**src/rtl/parity_pkg.sv**
```systemverilog
// Shared types, frame constants and the parity rule for the 4-bit parity link.
package parity_pkg;

  localparam int unsigned DATA_W     = 4;
  localparam logic        START_BIT  = 1'b0;
  localparam logic        STOP_BIT   = 1'b1;
  localparam int unsigned FRAME_BITS = 7;

  typedef enum logic [2:0] {
    StIdle,
    StStart,
    StData,
    StParity,
    StStop
  } state_e;

  // trig=0 gives even parity over data+parity, trig=1 gives odd.
  function automatic logic parity_calc(input logic [DATA_W-1:0] data, input logic trig);
    return trig ? ~^data : ^data;
  endfunction

endpackage

```
**src/rtl/bit_timer.sv**
```systemverilog
// Per-bit cycle counter: counts modulo N while enabled and flags the last cycle of a bit.
module bit_timer #(
  parameter int unsigned N = 4
) (
  input  logic clk,
  input  logic rst_n,
  input  logic clr,
  input  logic en,
  output logic last
);

  localparam int unsigned CntW = (N > 1) ? $clog2(N) : 1;
  localparam logic [CntW-1:0] CntMax = CntW'(N - 1);

  logic [CntW-1:0] cnt_q, cnt_d;

  // With N=1 every cycle is the last one of its bit.
  assign last = (N == 1) ? 1'b1 : (cnt_q == CntMax);

  always_comb begin
    cnt_d = cnt_q;
    if (clr) begin
      cnt_d = '0;
    end else if (en) begin
      cnt_d = last ? '0 : cnt_q + 1'b1;
    end
  end

  always_ff @(posedge clk) begin
    if (!rst_n) begin
      cnt_q <= '0;
    end else begin
      cnt_q <= cnt_d;
    end
  end

endmodule

```
**src/rtl/parity_tx.sv**
```systemverilog
// Parity-protected serial transmitter: start, 4 data bits LSB first, parity, stop.
module parity_tx
  import parity_pkg::*;
#(
  parameter int unsigned CLKS_PER_BIT = 4
) (
  input  logic              clk,
  input  logic              rst_n,
  input  logic [DATA_W-1:0] data,
  input  logic              trig,
  input  logic              in_valid,
  output logic              in_ready,
  output logic              tx_out,
  output logic              busy,
  output logic              done
);

  localparam int unsigned IdxW = $clog2(DATA_W);
  localparam logic [IdxW-1:0] IdxLast = IdxW'(DATA_W - 1);

  state_e            state_q, state_d;
  logic [IdxW-1:0]   idx_q, idx_d;
  logic [DATA_W-1:0] data_q, data_d;
  logic              par_q, par_d;
  logic              tx_q, tx_d;
  logic              busy_q, busy_d;
  logic              ready_q, ready_d;
  logic              accept;
  logic              bit_last;

  assign accept = in_valid & ready_q;

  bit_timer #(
    .N(CLKS_PER_BIT)
  ) u_bit_timer (
    .clk  (clk),
    .rst_n(rst_n),
    .clr  (accept),
    .en   (state_q != StIdle),
    .last (bit_last)
  );

  always_comb begin
    state_d = state_q;
    idx_d   = idx_q;
    data_d  = data_q;
    par_d   = par_q;

    unique case (state_q)
      StIdle: begin
        if (accept) begin
          state_d = StStart;
          data_d  = data;
          par_d   = parity_calc(data, trig);
        end
      end
      StStart: begin
        if (bit_last) begin
          state_d = StData;
          idx_d   = '0;
        end
      end
      StData: begin
        if (bit_last) begin
          if (idx_q == IdxLast) begin
            state_d = StParity;
          end else begin
            idx_d = idx_q + 1'b1;
          end
        end
      end
      StParity: begin
        if (bit_last) begin
          state_d = StStop;
        end
      end
      StStop: begin
        if (bit_last) begin
          state_d = StIdle;
        end
      end
      default: state_d = StIdle;
    endcase
  end

  // Outputs are decoded from next-state so the line registers track the state register exactly.
  always_comb begin
    tx_d = STOP_BIT;
    unique case (state_d)
      StStart:  tx_d = START_BIT;
      StData:   tx_d = data_d[idx_d];
      StParity: tx_d = par_d;
      default:  tx_d = STOP_BIT;
    endcase
    busy_d  = (state_d != StIdle);
    ready_d = (state_d == StIdle);
  end

  always_ff @(posedge clk) begin
    if (!rst_n) begin
      state_q <= StIdle;
      idx_q   <= '0;
      data_q  <= '0;
      par_q   <= 1'b0;
      tx_q    <= 1'b1;
      busy_q  <= 1'b0;
      ready_q <= 1'b0;
    end else begin
      state_q <= state_d;
      idx_q   <= idx_d;
      data_q  <= data_d;
      par_q   <= par_d;
      tx_q    <= tx_d;
      busy_q  <= busy_d;
      ready_q <= ready_d;
    end
  end

  assign tx_out   = tx_q;
  assign busy     = busy_q;
  assign in_ready = ready_q;
  assign done     = (state_q == StStop) && bit_last;

endmodule

```
**config.mk**
```make
export PLATFORM = sky130hd
export DESIGN_NAME = parity_tx
export DESIGN_NICKNAME = d
export VERILOG_FILES = /design/src/rtl/parity_pkg.sv /design/src/rtl/bit_timer.sv /design/src/rtl/parity_tx.sv
export SDC_FILE = /design/constraint.sdc
export NUM_CORES = 1
export LEC_CHECK = 0
export ABC_CLOCK_PERIOD_IN_PS = 1750
export CORE_MARGIN = 2
export CORE_UTILIZATION = 30
export CTS_CLUSTER_DIAMETER = 80
export DETAILED_ROUTE_END_ITERATION = 8
export GPL_ROUTABILITY_DRIVEN = 0
export PLACE_DENSITY_LB_ADDON = 0.1
export SLEW_MARGIN = 20
export SYNTH_ARGS = -nofsm -noshare
export SYNTH_HDL_FRONTEND = slang
export SYNTH_HIERARCHICAL = 1
export SYNTH_SLANG_ARGS = --single-unit
```
**constraint.sdc**
```tcl
create_clock -name clk -period 1.75 [get_ports clk]
set_input_delay 0.4375 -clock clk [delete_from_list [all_inputs] [get_ports clk]]
set_output_delay 0.4375 -clock clk [all_outputs]
set_load 0.05 [all_outputs]
```
==> results.md, run 1 <==
- The type of element launching the critical path is a register.
- The largest individual stage delay along the critical path comes from the cell sky130_fd_sc_hd__dfxtp_2.
- For this design, the sink count on the clock tree is 15.
- The TritonCTS clock tree is done.
- The area added between synthesis and finish is 26.3%.
- The analysis attributes to net switching a power of ~200 uW.
- The first-pass GRT wire length is 2900 um.
- The share of total power dissipated in combinational logic is 0.188.
- After floorplanning, the core was sized to cover ~2500 um^2.
- The leakage power is 0.353 nW.
- The critical path start-end classification is register to output pin.
- For this run, the leading register cell type out of synthesis is sky130_fd_sc_hd__dfxtp_1.
- For this block, wires on met1 add up to 768 um.
- Together, buffers and inverters on the worst path number 1.
- The share of synthesized area in the top cell type comes to 0.376.
- After detailed routing, the met2 layer carries approximately 780 um of wire.
- In this run, the number of DRC markers left after iteration 0 of detailed routing was 7.
- Of the cells placed in the final design, the portion with a size suffix greater than 1 is 0.215.
- The initial antenna violation count is 0.
- The largest net degree at the start of global routing is 14.
- Derived from the worst setup path, the maximum achievable clock frequency is around 600 MHz.
- The maximum vdd ir drop is roughly 0.36 mV.
- For this run the aggregate overflow at the end of global routing stands at 0.
- In this run the vertical extent of the chip is 55.6 um.
- The max-slew violation total from the final report was 0.
- STA classifies the critical path endpoint as an output pin.
- The I/O pin total is 12.
- Traced cell by cell, the critical path runs through nor2_1 > and3_4 > buf_12.
- Max-cap violations in this run came to 0.
- The required arrival time at the worst endpoint is about 1.3 ns.
- Of the total power, the share spent switching nets is 0.283.
- The count of fill cells added during filler insertion is between 200 and 250.
- In this run, synthesis produced a sequential element count of 15.
- The number of nets with antenna violations after detailed routing is 0.
- The minimum clock period is ~1.7 ns.
- The wire length per cell is approximately 12 um.
- Signal routing reaches up to met4.
- The row count is 18.
- For the pin with the worst max-slew slack, the measured transition is around 0.38 ns.
- The via count of the first global-routing pass is 677.
- The number of enable-type register cells in the synthesized netlist is 0.
- The cell taking the most area after synthesis is sky130_fd_sc_hd__dfxtp_1.
- The count of synthesis-stage warnings from yosys is 6.
- Input and output buffers added on the ports amount to 11.
- The count of cell types in the netlist is 37.
- Ranked by total cell area, the synthesized netlist is headed by sky130_fd_sc_hd__dfxtp_1, sky130_fd_sc_hd__a21boi_0, sky130_fd_sc_hd__o21ai_0.
- The cell sitting at the root of the clock tree is a sky130_fd_sc_hd__clkbuf_4.
- Clock latency on the worst-skew pair, taken at its later pin, is approximately 0.29 ns.
- The clock network fraction of total power is 0.287.
- The worst relative slew slack is 0.742.
- The half-perimeter wire length of the detailed placement result is roughly 1300 um.
- Counting instances in the post-synthesis netlist gives the leading cell types as sky130_fd_sc_hd__dfxtp_1, sky130_fd_sc_hd__nor2_1, sky130_fd_sc_hd__o21ai_0.
- The total iterations of the first detailed-routing run is 4.
- The type of the worst min-delay path is register to register.
- When the netlist entered floorplanning its net count stood at roughly 100.
- The total standard cell area after synthesis is approximately 800 um^2.
- The run finished with clean final reports.
- The number of clock buffers added by TritonCTS is 3.
- The repair_antennas step left the layout with diodes totalling 0.
- After detailed routing, the number of remaining DRC violations is 0.
- The per-cell via count in the routed design is between 5 and 6.
- The sequential cell area is ~310 um^2.
- The peak fanout along the critical path is 9.
- The most numerous cell in the Yosys netlist is sky130_fd_sc_hd__dfxtp_1.
- The final period utilization is 0.951.
- For this run, the post-layout net count is 117.
- At the worst endpoint, the arrival time is approximately 1.2 ns.
- The total via count after detailed routing is between 700 and 800.
- In this run the number of H-tree levels came out at 1.
- The initial utilization of the core area, before any placement, comes to 0.319.
- The total power density per cell area is approximately 700 nW/um^2.
- Of the total power, registers draw 0.524.
- The die area is ~3100 um^2.
- The internal power component is between 500 and 600 uW.
- The clock transition at the registers of the reported paths is about 0.090 ns.
- Across every metal layer, demand over resource in global routing totals 0.122.
- The number of endpoints with negative hold slack in the final report came to 0.
- The synthesized area divided by synthesized cell count is slightly below 9 um^2.
- The longest clock path from root to sink contains 2 buffers.
- The share of async-settable or async-resettable flops after synthesis is 0.
- Setup violations remaining at the end of the flow were counted as 0.
- Detailed routing placed a total of 55 um of wire on met3.
- The die extent in x is approximately 56 um.
- Setup repair after global routing left no endpoint under its margin.
- The routed design has approximately 1700 um of wire.
- The final setup TNS is 0 ns.
- The clock tree skew after final layout is 0.00322 ns.
- The final hold slack is between 0.5 and 0.6 ns.
- In the final layout, the multi-input gates occupy around 480 um^2.
- Synthesis produced a netlist whose cell count is between 90 and 100.
- The largest single stage delay on the critical path is 0.39 ns.
- Among cell families on the critical path, the largest total delay comes from simple AND/OR/NAND/NOR gates.
- The register area share after synthesis is 0.376.
power groups by stage:
stage / combinational (mW) / sequential [mW] / clock (mW)
after floorplan: 0.0678 / 0.394 / 0
after global placement: 0.131 / 0.377 / 0
after detailed placement: 0.131 / 0.376 / 0
after CTS: 0.135 / 0.369 / 0.216
after global routing: 0.146 / 0.372 / 0.225
final: 0.133 / 0.370 / 0.203
cell families after synthesis:
| group | count (synthesis) | share of synthesized area |
|---|---|---|
| AND/OR/NAND/NOR | 34 | 0.251 |
| AO/OA/AOI/OAI | 29 | 0.252 |
| flip-flops | 15 | 0.376 |
| buffers and inverters | 7 | 0.0376 |
| XOR/XNOR | 5 | 0.0549 |
| multiplexers | 1 | 0.0125 |
| adder cells (fa/ha/maj) | 1 | 0.0157 |
worst reg2reg max path, delay by kind of cell, from the launching register on:
kind / cells / cell delay (ns)
adder cells (fa/ha/maj): 1 / 0.19
AND/OR/NAND/NOR: 2 / 0.38
flip-flops: 1 / 0.36
AO/OA/AOI/OAI: 3 / 0.59
through the flow:
stage,power (mW),cells,setup slack [ns],utilization,area (um^2)
2_1_floorplan,0.461,92,0.183,-,798
3_3_place_gp,0.508,133,0.0187,0.384,960
3_5_place_dp,0.507,133,0.000631,0.384,960
4_1_cts,0.720,138,0.0322,0.406,1010
5_1_grt,0.744,137,0.0343,0.403,1010
6_report,0.706,137,0.0865,0.403,1010
cells in the final DEF, fill, tap and decap left out, types with 4 or more instances in the layout:
cell	instances
sky130_fd_sc_hd__dfxtp_1	11
sky130_fd_sc_hd__nor2_1	8
sky130_fd_sc_hd__o21ai_0	8
sky130_fd_sc_hd__a21boi_0	7
sky130_fd_sc_hd__clkdlybuf4s50_1	7
sky130_fd_sc_hd__buf_4	7
sky130_fd_sc_hd__nand2_1	5
sky130_fd_sc_hd__nand2b_1	5
sky130_fd_sc_hd__xnor2_1	4
sky130_fd_sc_hd__dfxtp_2	4
path summary, 6_finish.rpt:
kind	from	endpoint	slack [ns]	cells after the start
worst max-delay path	state_q[1]$_SDFF_PN0_	done	0.09	3
worst min-delay path	par_q$_SDFF_PN0_	par_q$_SDFF_PN0_	0.50	2
worst max register to register	u_bit_timer/cnt_q[0]$_SDFFE_PP0P_	tx_out$_SDFF_PN1_	0.18	6
worst min register to register	par_q$_SDFF_PN0_	par_q$_SDFF_PN0_	0.50	2
flip-flops by register name (all words and copies together), names as in the netlist:
register	count
par_q	1
idx_q	2
busy	1
state_q	3
tx_out	1
u_bit_timer/cnt_q	2
in_ready	1
data_q	4
layer usage:
metal / vias up / GRT usage
met5: - / 0
met4: 0 / 0.0836
met3: 5 / 0.0209
met2: 13 / 0.196
met1: 334 / 0.147
li1: 363 / -
layout make-up:
| class | instances | share of cell area |
|---|---|---|
| multi-input cells | 70 | 0.480 |
| flip-flops and latches | 15 | 0.303 |
| repair buffers | 15 | 0.141 |
| well taps | 30 | 0.0372 |
| clock buffers | 3 | 0.0223 |
| inverters | 3 | 0.0112 |
| clock inverters | 1 | 0.00496 |
timing repair:
| item | in CTS | in global routing |
|---|---|---|
| hold buffers | 0 | 0 |
| gates resized for setup | 6 | 1 |
| setup endpoints to repair | 1 | 1 |
| pin swaps | 1 | 1 |
| buffers inserted | 1 | 0 |
No activity file was read; power rests on OpenSTA's default activity.
==> run 2: changes to the inputs <==
ABC_CLOCK_PERIOD_IN_PS = 1800   (was 1750)
CELL_PAD_IN_SITES_DETAIL_PLACEMENT = 0   (was not set)
CELL_PAD_IN_SITES_GLOBAL_PLACEMENT = 1   (was not set)
SLEW_MARGIN = 25   (was 20)
clock period = 1.8 ns   (was 1.75 ns; I/O delays follow)
==> results.md, run 2 (synthesized netlist as in run 1, its figures left out) <==
- The number of max-cap violations is 0.
- Following the worst setup path forward leads to its endpoint at done.
- The met2 layer usage reported by global route is 0.196.
- The final setup TNS is 0 ns.
- The max-slew violation total from the final report is 0.
- The final layout contains approximately 120 nets.
- The endpoint arrival time on the critical path is 1.26 ns.
- The number of flip-flops in the largest register is 4.
- The clock passes through at most 2 buffers.
- After the first detailed-routing iteration, the DRC count stood at 4.
- For the pin with the worst max-slew slack, the measured transition is between 0.3 and 0.4 ns.
- Clock-pin slew was measured on the worst setup and hold paths at ~0.09 ns.
- The final routed DRC violation total is 0.
- Overall power consumption after layout is estimated at approximately 680 uW.
- The total via count after detailed routing is 691.
- The via count of the first global-routing pass is about 670.
- Of all nets on the critical path, the largest fanout is 7.
- The tree built by TritonCTS fans out to 15 sinks.
- The cell type group with the largest total delay on the critical path is flip-flops.
- Pin placement for this block handled 12 I/O pins.
- The number of port buffers is 11.
- The largest registers in the layout are data_q x4, state_q x3.
- Between clock sinks in the finished design, the worst skew comes to about 0.0037 ns.
- The worst register-to-register path begins at state_q[2]$_SDFF_PN0_.
- The clock tree root driver cell is sky130_fd_sc_hd__clkbuf_4.
- The worst setup margin is roughly 0.089 ns.
- Measured on the finished design, the core utilization comes to 0.406.
- The count of fill cells added during filler insertion is around 260.
- The first-pass GRT wire length is approximately 3100 um.
- Counting both buffers and inverters, the worst setup path holds a total of 2.
- The number of setup violations in the final report is 0.
- The critical path start-end classification is register to output pin.
- Tracing the worst setup path back leads to its startpoint at u_bit_timer/cnt_q[1]$_SDFFE_PP0P_.
- The sequential cell area is ~300 um^2.
- Of the total power, combinational logic draws 0.193.
- The internal power of the cells totals 493 uW.
- The run finished with clean final reports.
- The share of total power dissipated in sequential elements is 0.527.
- The clock insertion delay at the later pin of the skew report is between 0.2 and 0.3 ns.
- The worst setup path is launched from a register.
- In this run the static leakage power is 0.360 nW.
- For met3 alone, demand over resource in global routing was 0.0209.
- The multi-input combinational cell area is 484 um^2.
- Wires add up to roughly 1700 um.
- Across every metal layer, demand over resource in global routing totals 0.126.
- For the worst flop-to-flop path, the logic depth is 5.
- Row generation in the floorplan step produced 18 rows.
- The half-perimeter wire length of the detailed placement result is 1360 um.
- The H-tree depth is 1.
- The tightest hold path in the finished design has a slack of between 0.5 and 0.6 ns.
- The total power density per cell area is 672 nW/um^2.
- The required arrival time at the worst endpoint is around 1.4 ns.
- Buffers inserted during clock tree synthesis total 3.
- The die covers around 3000 um^2.
- Of the available clock period, the critical path in the final layout requires 0.950.
- The path length in cells of the critical path is 4.
- The initial core utilization is 0.319.
- The largest net degree at the start of global routing is 12.
- The critical path goes through ha_4 > buf_4 > and3_4 > buf_12.
- The per-cell via count in the routed design is between 5 and 6.
- The TritonCTS clock tree is done.
- For this design, the CTS-stage hold fixing added 0 buffers.
- In this run the standard cell core region covers 2500 um^2.
- 0 antenna diodes ended up in the layout.
- In this run the power spent charging and discharging nets is approximately 190 uW.
- The met1 track utilization from global routing is 0.170.
- Headroom to the max-slew limit came out at 0.742.
- The library cell used most frequently in the layout, excluding fill and tap cells, is sky130_fd_sc_hd__dfxtp_1.
- The initial antenna violation count is 0.
- The total iterations of the first detailed-routing run is 4.
- The number of endpoints with negative hold slack in the final report is 0.
- Subtracting the final worst setup slack from the clock period gives 1.71 ns.
- Global routing finished with a remaining overflow of 0.
- The master of the slowest instance on the critical path is sky130_fd_sc_hd__dfxtp_2.
- The die extent in x is 55.6 um.
- STA classifies the critical path endpoint as an output pin.
- The layer flagged by global routing as most heavily used is met2.
- The clock network fraction of total power is 0.279.
- The type of the worst min-delay path is register to register.
- The capturing point of the worst reg2reg path is tx_out$_SDFF_PN1_.
- Prior to clock tree synthesis, the placed netlist has a worst setup slack of 0.00749 ns.
- The detail route stage leaves a number of antenna-violating nets equal to 0.
- Setup repair after global routing left no endpoint under its margin.
- For this run, the top clock speed supported by timing is approximately 600 MHz.
- The top cell types in the final layout, fill and taps aside, are sky130_fd_sc_hd__dfxtp_1, sky130_fd_sc_hd__nor2_1, sky130_fd_sc_hd__o21ai_0, sky130_fd_sc_hd__buf_4.
- Measured along the y axis, the die boundary spans 55.6 um.
- The worst register-to-register path has a setup slack of 0.25 ns.
- In the final routed layout, each cell accounts on average for about 12 um.
- In the final layout, the share of cells above drive strength 1 is 0.222.
- The switching power share of the total is 0.278.
- The area added between synthesis and finish is 27.3%.
- On the worst path, the slowest cell contributes a delay of 0.36 ns.
- Ranked by flip-flop count, first place goes to data_q.
- The maximum vdd ir drop is ~0.39 mV.
-- run 2: cell types whose count changed in the layout (fill, tap and decap cells not counted) --
cell	before	now
sky130_fd_sc_hd__buf_4	7	8
-- run 2: how the worst min path moves through the flow --
stage | start | endpoint | slack [ns] | depth (start not counted)
global placement | u_bit_timer/cnt_q[1]$_SDFFE_PP0P_ | u_bit_timer/cnt_q[1]$_SDFFE_PP0P_ | 0.48 | 2
CTS | data_q[1]$_SDFF_PN0_ | data_q[1]$_SDFF_PN0_ | 0.53 | 2
finish | data_q[1]$_SDFF_PN0_ | data_q[1]$_SDFF_PN0_ | 0.52 | 2
floorplan | par_q$_SDFF_PN0_ | par_q$_SDFF_PN0_ | 0.46 | 2
global route | data_q[3]$_SDFF_PN0_ | data_q[3]$_SDFF_PN0_ | 0.57 | 2
detailed placement | u_bit_timer/cnt_q[1]$_SDFFE_PP0P_ | u_bit_timer/cnt_q[1]$_SDFFE_PP0P_ | 0.49 | 2
-- run 2: repair_timing --
action | CTS | global route
pin swaps | 1 | 0
gates cloned | 0 | 0
resized for setup | 3 | 4
setup buffers | 0 | 1
endpoints found under the setup margin | 1 | 1
-- run 2: cell type report --
class / instances / area share
repair buffers: 16 / 0.148
clock buffers: 3 / 0.0222
well taps: 30 / 0.0369
inverters: 3 / 0.0111
clock inverters: 1 / 0.00493
flip-flops and latches: 15 / 0.300
multi-input cells: 70 / 0.477
-- run 2: per-stage QoR --
stage          area (um^2)  std cells
3_3_place_gp           960        133
3_5_place_dp           960        133
4_1_cts               1000        137
5_1_grt               1020        138
2_1_floorplan          798         92
6_report              1020        138
-- run 2: tightest hold or removal path, delay by kind of cell, from the launching register on --
family	cells	cell delay, ns
compound gates	2	0.18
flops	1	0.30
-- run 2: layer usage --
metal / up-vias / routed length (um)
met5: - / 0
met4: 0 / 15
met3: 2 / 25
met2: 6 / 858
met1: 322 / 812
li1: 361 / -
-- run 2: power by group through the flow --
| stage | Clock [mW] | Combinational (mW) | Sequential (mW) |
|---|---|---|---|
| after global routing | 0.227 | 0.146 | 0.362 |
| after CTS | 0.203 | 0.131 | 0.359 |
| after global placement | 0 | 0.130 | 0.367 |
| final | 0.191 | 0.132 | 0.360 |
| after detailed placement | 0 | 0.130 | 0.366 |
| after floorplan | 0 | 0.0660 | 0.383 |
==> run 3: changes to the inputs <==
RECOVER_POWER = 50   (was not set)
==> results.md, run 3 (synthesized netlist as in run 1, its figures left out) <==
- Setup violations remaining at the end of the flow were counted as 0.
- The initial utilization of the core area, before any placement, comes to 0.319.
- The number of DRC violations after detailed-routing iteration 0 is 4.
- Setup repair after global routing left no endpoint under its margin.
- The buffer levels on the longest clock path is 2.
- TritonCTS built the clock tree.
- The die outline height is around 56 um.
- Compared with the post-synthesis result, the final layout area differs by 25.9%.
- Entering global routing, the biggest net connects 12 pins.
- After global routing the overflow that remains totals 0.
- The clock drives 15 sinks.
- For this run, the slowest stage of the critical path takes between 0.3 and 0.4 ns.
- After detailed placement, the total cell area comes to around 960 um^2.
- Derived from the worst setup path, the maximum achievable clock frequency is around 580 MHz.
- For the worst setup path, the data arrival time is around 1.3 ns.
- The number of endpoints with negative hold slack in the final report came to 0.
- The via count of the first global-routing pass is between 600 and 700.
- The tree is rooted in a sky130_fd_sc_hd__clkbuf_4.
- In this run the count of I/O pins placed on the die edge is 12.
- The worst relative slew slack is 0.607.
- The CTS buffer count is 3.
- The maximum vdd ir drop is slightly below 0.4 mV.
- The register containing the most flip-flops in the final layout is data_q.
- The worst setup path is captured at an output pin.
- For this design the ratio of total power to cell area is just under 700 nW/um^2.
- The total of hold buffers inserted after clock tree synthesis is 0.
- The number of antenna diodes is 0.
- With fillers left out, the area of the finished cells amounts to approximately 1000 um^2.
- Clock-pin slew was measured on the worst setup and hold paths at about 0.090 ns.
- The most frequent standard cell in the layout excluding fill and tap cells is sky130_fd_sc_hd__dfxtp_1.
- Along the worst path, the maximum fanout reaches 7.
- The flow ran to the end, and the final reports show no timing, DRC or antenna violations.
- The finished layout holds between 100 and 150 standard cells, fillers aside.
- Clock skew on the completed layout was measured at between 0.003 and 0.004 ns.
- In this run the static leakage power is approximately 0.35 nW.
- The initial antenna violation count came to 0.
- Max-cap violations in this run came to 0.
- The sequential cell area is 305 um^2.
- After detailed routing, the total wire length is roughly 1700 um.
- The master of the slowest instance on the critical path is sky130_fd_sc_hd__dfxtp_2.
- In the final layout, the share of cells above drive strength 1 is 0.194.
- The capturing point of the worst reg2reg path is tx_out$_SDFF_PN1_.
- Detailed placement ended at an HPWL of about 1400 um.
- In this run the tool buffered the top-level ports with 11 buffer cells.
- The floorplan core area is roughly 2500 um^2.
- The number of nets with antenna violations after detailed routing is 0.
- For the pin with the worst max-slew slack, the measured transition is 0.592 ns.
- The final hold slack is ~0.52 ns.
- The wire length per cell is ~12 um.
- The count of fill cells added during filler insertion is 259.
- After detailed routing, the number of remaining DRC violations is 0.
- The final setup TNS is 0 ns.
- Counting tap cells, the placed design contains a total of between 100 and 150 instances.
- The multi-input combinational cell area is slightly below 500 um^2.
- Walking the worst path, the cells encountered are ha_4 > buf_4 > and3_4 > buf_12.
- The depth of the worst hold-timing path is 2.
- The number of flip-flops in the largest register is 4.
- The startpoint identified for the worst register-to-register timing path is state_q[2]$_SDFF_PN0_.
- Measured in cells, the most critical reg-to-reg path has a length of 5.
- The max-slew violation total from the final report was 0.
- Of the available clock period, the critical path in the final layout requires 0.950.
- The critical path ends at done.
- The critical path runs through a total of 4 cells.
- The worst hold path belongs to the class register to register.
- In the final layout, the registers with the most flip-flops are data_q x4, state_q x3.
- The clock insertion delay at the later pin of the skew report is about 0.28 ns.
- The net count of the finished layout is ~120.
- For flop-to-flop paths, the worst setup slack is about 0.25 ns.
- The total design power is just under 700 uW.
- The type of element launching the critical path is a register.
- The H-tree depth is 1.
- Tracing the worst setup path back leads to its startpoint at u_bit_timer/cnt_q[1]$_SDFFE_PP0P_.
- In the layout the commonest cells are sky130_fd_sc_hd__dfxtp_1, sky130_fd_sc_hd__nor2_1, sky130_fd_sc_hd__o21ai_0.
- For this block, the via count after detailed routing is just under 700.
- In the routed layout, each cell is associated on average with a via count of between 5 and 6.
- The number of buffers and inverters on the critical path is 2.
- STA puts the critical path data required time at 1.35 ns.
- The initialized floorplan defines 18 standard-cell rows.
- The cell type group with the largest total delay on the critical path is flip-flops.
- The first global-routing pass estimated 3110 um of wire.
- The die area is around 3100 um^2.
- The first detailed-routing pass took 4 iterations.
- In this run the horizontal extent of the chip is roughly 56 um.
- The worst setup path is of the register to output pin kind.
- For the finished layout, the period the worst path requires is around 1.7 ns.
- In the global route stage, overall resource usage came out at 0.126.
==> run 3: cell count changes in the layout (fill, tap and decap cells not counted), sizes merged <==
cell	delta
buf	-3
clkbuf	+3
clkdlybuf4s50	-1
dlygate4sd3	+1
==> run 3: report_power, final <==
group	switching [mW]	internal (mW)	leakage [nW]
clock network	0.108	0.0824	0.0177
logic	0.0707	0.0555	0.207
registers	0.0108	0.349	0.124
total	0.190	0.487	0.349
==> run 3: cell type report <==
type                       instances  share of cell area
multi-input combinational         70               0.482
sequential                        15               0.304
timing repair buffer              16               0.138
tap                               30              0.0374
clock buffer                       3              0.0224
inverter                           3              0.0112
clock inverter                     1             0.00498
==> run 3: layer usage <==
metal	global-route usage	vias up	wire length, um
met3	0.0209	2	25
met2	0.196	6	857
met5	0	-	0
met1	0.170	322	815
li1	-	361	-
met4	0.0627	0	15
==> run 3: how the worst min path moves through the flow <==
stage | start | end
2_1_floorplan | par_q$_SDFF_PN0_ | par_q$_SDFF_PN0_
3_3_place_gp | u_bit_timer/cnt_q[1]$_SDFFE_PP0P_ | u_bit_timer/cnt_q[1]$_SDFFE_PP0P_
3_5_place_dp | u_bit_timer/cnt_q[1]$_SDFFE_PP0P_ | u_bit_timer/cnt_q[1]$_SDFFE_PP0P_
4_1_cts | data_q[1]$_SDFF_PN0_ | data_q[1]$_SDFF_PN0_
5_1_grt | data_q[3]$_SDFF_PN0_ | data_q[3]$_SDFF_PN0_
6_report | data_q[1]$_SDFF_PN0_ | data_q[1]$_SDFF_PN0_
==> run 3: timing repair <==
action	CTS	global route
setup buffers	0	1
cloned	0	0
setup endpoints to repair	1	1
pin swaps	1	0
resized for setup	3	4
==> run 3: per-stage QoR <==
stage               utilization  setup slack, ns
finish                    0.402           0.0892
global route              0.402           0.0248
CTS                       0.400           0.0206
detailed placement        0.384          0.00749
global placement          0.384           0.0298
floorplan                     -            0.233
==> run 3: worst register-to-register path: cells and delay by family, from the launching register on <==
family	cells	cell delay (ns)
flops	1	0.41
simple gates	2	0.50
compound gates	3	0.58
==> RTL change 1 (settings of run 1) <==
The package constant `DATA_W` goes from 4 to 2.
--- a/src/rtl/parity_pkg.sv
+++ b/src/rtl/parity_pkg.sv
@@ -3,3 +3,3 @@
 
-  localparam int unsigned DATA_W     = 4;
+  localparam int unsigned DATA_W     = 2;
   localparam logic        START_BIT  = 1'b0;
Interface: changed (resized data); port bits go from 12 to 10. The function was not compared with the original's and may differ.
==> RTL change 1 against run 1 <==
Routed wire length down 31%. Sequential cell count down 3. Total power down 8.8%. Design area down 20%. Synthesized cell count down 29%. Worst setup slack better by 0.032 ns. Register-to-register slack better by 0.04 ns. Synthesized area down 25%.
==> RTL change 1: results (changes against run 1) <==
<table>
<tr><th>Metric</th><th>Value</th></tr>
<tr><th colspan="2">Yosys</th></tr>
<tr><td>Leading post-synthesis cells by instance count</td><td>sky130_fd_sc_hd__dfxtp_1 (12), sky130_fd_sc_hd__nor2_1 (4), sky130_fd_sc_hd__a21boi_0 (3), sky130_fd_sc_hd__a21oi_1 (3), sky130_fd_sc_hd__inv_1 (3)</td></tr>
<tr><td>Number of instances in the synthesized netlist</td><td>65 (-29%)</td></tr>
<tr><td>Count of state elements after synthesis</td><td>12 (-3)</td></tr>
<tr><th colspan="2">Placed design</th></tr>
<tr><td>Post-place setup slack</td><td>-0.0309 ns (-0.0316 ns)</td></tr>
<tr><td>Standard cell area after detailed placement</td><td>753 sq um (-22%)</td></tr>
<tr><td>Port Buf Inserts</td><td>9 (-2)</td></tr>
<tr><th colspan="2">Global route</th></tr>
<tr><td>Maximum number of pins on one net before global-route repair</td><td>9 (-5)</td></tr>
<tr><td>Overall fraction of global-route tracks in use</td><td>0.110 (-0.0120)</td></tr>
<tr><td>Global-route wire length before repair</td><td>1.99 mm (-31%)</td></tr>
<tr><th colspan="2">Setup path</th></tr>
<tr><td>Internal reg-to-reg setup slack</td><td>0.22 ns (+0.04 ns)</td></tr>
<tr><td>Worst Path Max Fanout</td><td>8 (-1)</td></tr>
<tr><td>Worst Path Arrival</td><td>1.19 ns (-0.04 ns)</td></tr>
<tr><th colspan="2">Timing</th></tr>
<tr><td>Portion of the clock cycle consumed by the worst path in the final layout</td><td>0.932 (-0.0184)</td></tr>
<tr><td>Post-Route Skew</td><td>0.000809 ns (-0.00241 ns)</td></tr>
<tr><th colspan="2">Final layout</th></tr>
<tr><td>Fraction of layout cells with a size suffix above 1</td><td>0.280 (+0.0655)</td></tr>
<tr><td>Final #Nets</td><td>90 (-23%)</td></tr>
<tr><td>Final std cells w/o fill</td><td>109 (-20%)</td></tr>
<tr><th colspan="2">CTS</th></tr>
<tr><td>Clock latency on the worst-skew pair</td><td>0.27 ns (-0.02 ns)</td></tr>
<tr><td>Post-CTS Repair Setup Buffers</td><td>0 (-1)</td></tr>
<tr><td>Number of gates resized after cts</td><td>0 (-6)</td></tr>
<tr><th colspan="2">Outcome</th></tr>
<tr><td>Status</td><td>finished, final reports clean</td></tr>
<tr><th colspan="2">Power</th></tr>
<tr><td>Highest ir drop seen on vdd</td><td>0.454 mV (+26%)</td></tr>
<tr><td>Power in the clock group</td><td>0.000221 W (+9%)</td></tr>
<tr><th colspan="2">Worst hold path</th></tr>
<tr><td>Destination of the worst hold path</td><td>data_q[0]$_SDFF_PN0_</td></tr>
<tr><th colspan="2">Route</th></tr>
<tr><td>Violation count after the first detailed-routing iteration</td><td>4 (-3)</td></tr>
</table>
[RTL change 1: area by class of cell]
type	count	area, sq um
fillers	212	1120
clock buffers	4	36.3
inverters	4	15.0
well taps	27	33.8
multi-input cells	49	354
repair buffers	13	123
flip-flops and latches	12	240
[RTL change 1: cells by family after synthesis]
kind of cell	Yosys count	synth area share
muxes	1	0.0168
adders and majority gates	1	0.0210
buffers and inverters	4	0.0251
and+or+nand+nor	26	0.273
DFF	12	0.403
xor gates and xnor gates	2	0.0294
AOI/OAI and AO/OA	19	0.233
[RTL change 1: per-stage QoR]
stage	setup TNS, ns	hold slack [ns]
floorplan	0	0.453
finish	0	0.486
global placement	-0.0153	0.481
CTS	0	0.494
global route	0	0.523
detailed placement	-0.0309	0.482
[RTL change 1: per-layer routing]
metal  vias to the layer above  wire, um  global-route usage
met3                         2        42              0.0278
met1                       225       576               0.141
met4                         0        14              0.0571
met5                         -         0                   0
li1                        266         -                   -
met2                         8       503               0.169
==> RTL change 2 (settings of run 1) <==
Without the edit above. Encoding of `state_e`: now one-hot (5 bits for 5 states).
--- a/src/rtl/parity_pkg.sv
+++ b/src/rtl/parity_pkg.sv
@@ -8,8 +8,8 @@
 
-  typedef enum logic [2:0] {
-    StIdle,
-    StStart,
-    StData,
-    StParity,
-    StStop
+  typedef enum logic [4:0] {
+    StIdle   = 5'b00001,
+    StStart  = 5'b00010,
+    StData   = 5'b00100,
+    StParity = 5'b01000,
+    StStop   = 5'b10000
   } state_e;
Formal check against the unedited RTL: same outputs for any inputs over 10 cycles, from zero or initial values and one cycle with rst_n low; not proved beyond that.
==> RTL change 2 against run 1 <==
The flow now finishes with violations (setup timing). Sequential cell count is 2 higher. Final cell count is 18% higher. Clock skew shrank 0.0023 ns. Synthesized area increased by 17%. Worst setup slack got worse by 0.24 ns. Routed wire length is 16% higher. Synthesized cell count grew 6.5%. Design area up 31%. Critical endpoint is now tx_out$_SDFF_PN1_.
Power is not compared: it rests on default switching activity, and its combinational part moved more than twofold at a synthesized area within 25%.
==> RTL change 2: results (changes against run 1) <==
<table>
<tr><th>Metric</th><th>Value</th></tr>
<tr><th colspan="2">Outcome</th></tr>
<tr><td>Status</td><td>finished with violations</td></tr>
<tr><td>Violations in the final reports</td><td>setup timing</td></tr>
<tr><th colspan="2">Final layout</th></tr>
<tr><td>Layout clock buffers</td><td>4 (+1)</td></tr>
<tr><td>Final #Nets</td><td>139 (+19%)</td></tr>
<tr><td>Number of multi-input combinational cells</td><td>73 (+4.3%)</td></tr>
<tr><td>Fraction of layout cells with a size suffix above 1</td><td>0.426 (+0.211)</td></tr>
<tr><td>Area occupied by registers</td><td>350 sq um (+15%)</td></tr>
<tr><td>Count of plain and timing-repair buffers</td><td>32 (+17)</td></tr>
<tr><td>Non-clk buf share</td><td>0.204 (+0.0625)</td></tr>
<tr><th colspan="2">Setup path</th></tr>
<tr><td>Worst Path Arrival</td><td>2.13 ns (+0.90 ns)</td></tr>
<tr><td>Launch point of the worst reg-to-reg path</td><td>u_bit_timer/cnt_q[1]$_SDFFE_PP0P_</td></tr>
<tr><th colspan="2">Route</th></tr>
<tr><td>Violation count after the first detailed-routing iteration</td><td>26 (+19)</td></tr>
<tr><td>Wire length per cell after detailed routing</td><td>11.8 um (-2.0%)</td></tr>
<tr><td>Metal-1 WL</td><td>933 um (+21%)</td></tr>
<tr><td>Met3 routed WL</td><td>46 um (-16%)</td></tr>
<tr><th colspan="2">Yosys</th></tr>
<tr><td>Net count after synthesis</td><td>107 (+5.9%)</td></tr>
<tr><td>Number of different library cells in the post-synthesis netlist</td><td>39 (+5.4%)</td></tr>
<tr><td>Synthesized-area fraction occupied by ao, oa, aoi and oai cells</td><td>0.128 (-0.125)</td></tr>
<tr><td>Top post-synthesis cells by area</td><td>sky130_fd_sc_hd__dfxtp_1 (37%), sky130_fd_sc_hd__and2_1 (6.7%), sky130_fd_sc_hd__mux2_2 (6.0%)</td></tr>
<tr><th colspan="2">Global route</th></tr>
<tr><td>Overall fraction of global-route tracks in use</td><td>0.126 (+0.00428)</td></tr>
<tr><td>Global-route wire length before repair</td><td>3.35 mm (+15%)</td></tr>
<tr><td>Maximum number of pins on one net before global-route repair</td><td>13 (-1)</td></tr>
<tr><th colspan="2">Timing</th></tr>
<tr><td>Final worst-path setup slack</td><td>-0.154 ns (-0.241 ns)</td></tr>
<tr><td>Final setup violation count</td><td>2 (+2)</td></tr>
<tr><td>Total negative setup slack</td><td>-0.235 ns (-0.235 ns)</td></tr>
<tr><th colspan="2">CTS</th></tr>
<tr><td>Number of gates resized after cts</td><td>2 (-4)</td></tr>
<tr><th colspan="2">Floorplan</th></tr>
<tr><td>Core box area</td><td>3000 sq um (+20%)</td></tr>
</table>
## RTL change 2: cell count changes after synthesis, sizes merged, moves of 3 or more
cell	run 1	this run
nor4	0	3
and2	2	11
nor3b	0	4
mux2i	1	4
nor2b	2	6
nor2	8	3
o21ai	8	4
mux2	0	5
a211oi	3	0
nand2b	6	3
a21boi	7	1
## RTL change 2: how the worst max path moves through the flow
| stage | to | depth (start not counted) | slack, ns |
|---|---|---|---|
| 6_report | tx_out$_SDFF_PN1_ | 6 | -0.15 |
| 5_1_grt | tx_out$_SDFF_PN1_ | 7 | -0.20 |
| 4_1_cts | tx_out$_SDFF_PN1_ | 6 | -0.17 |
| 3_5_place_dp | tx_out$_SDFF_PN1_ | 7 | -0.45 |
| 3_3_place_gp | tx_out$_SDFF_PN1_ | 7 | -0.43 |
| 2_1_floorplan | tx_out$_SDFF_PN1_ | 7 | -0.20 |
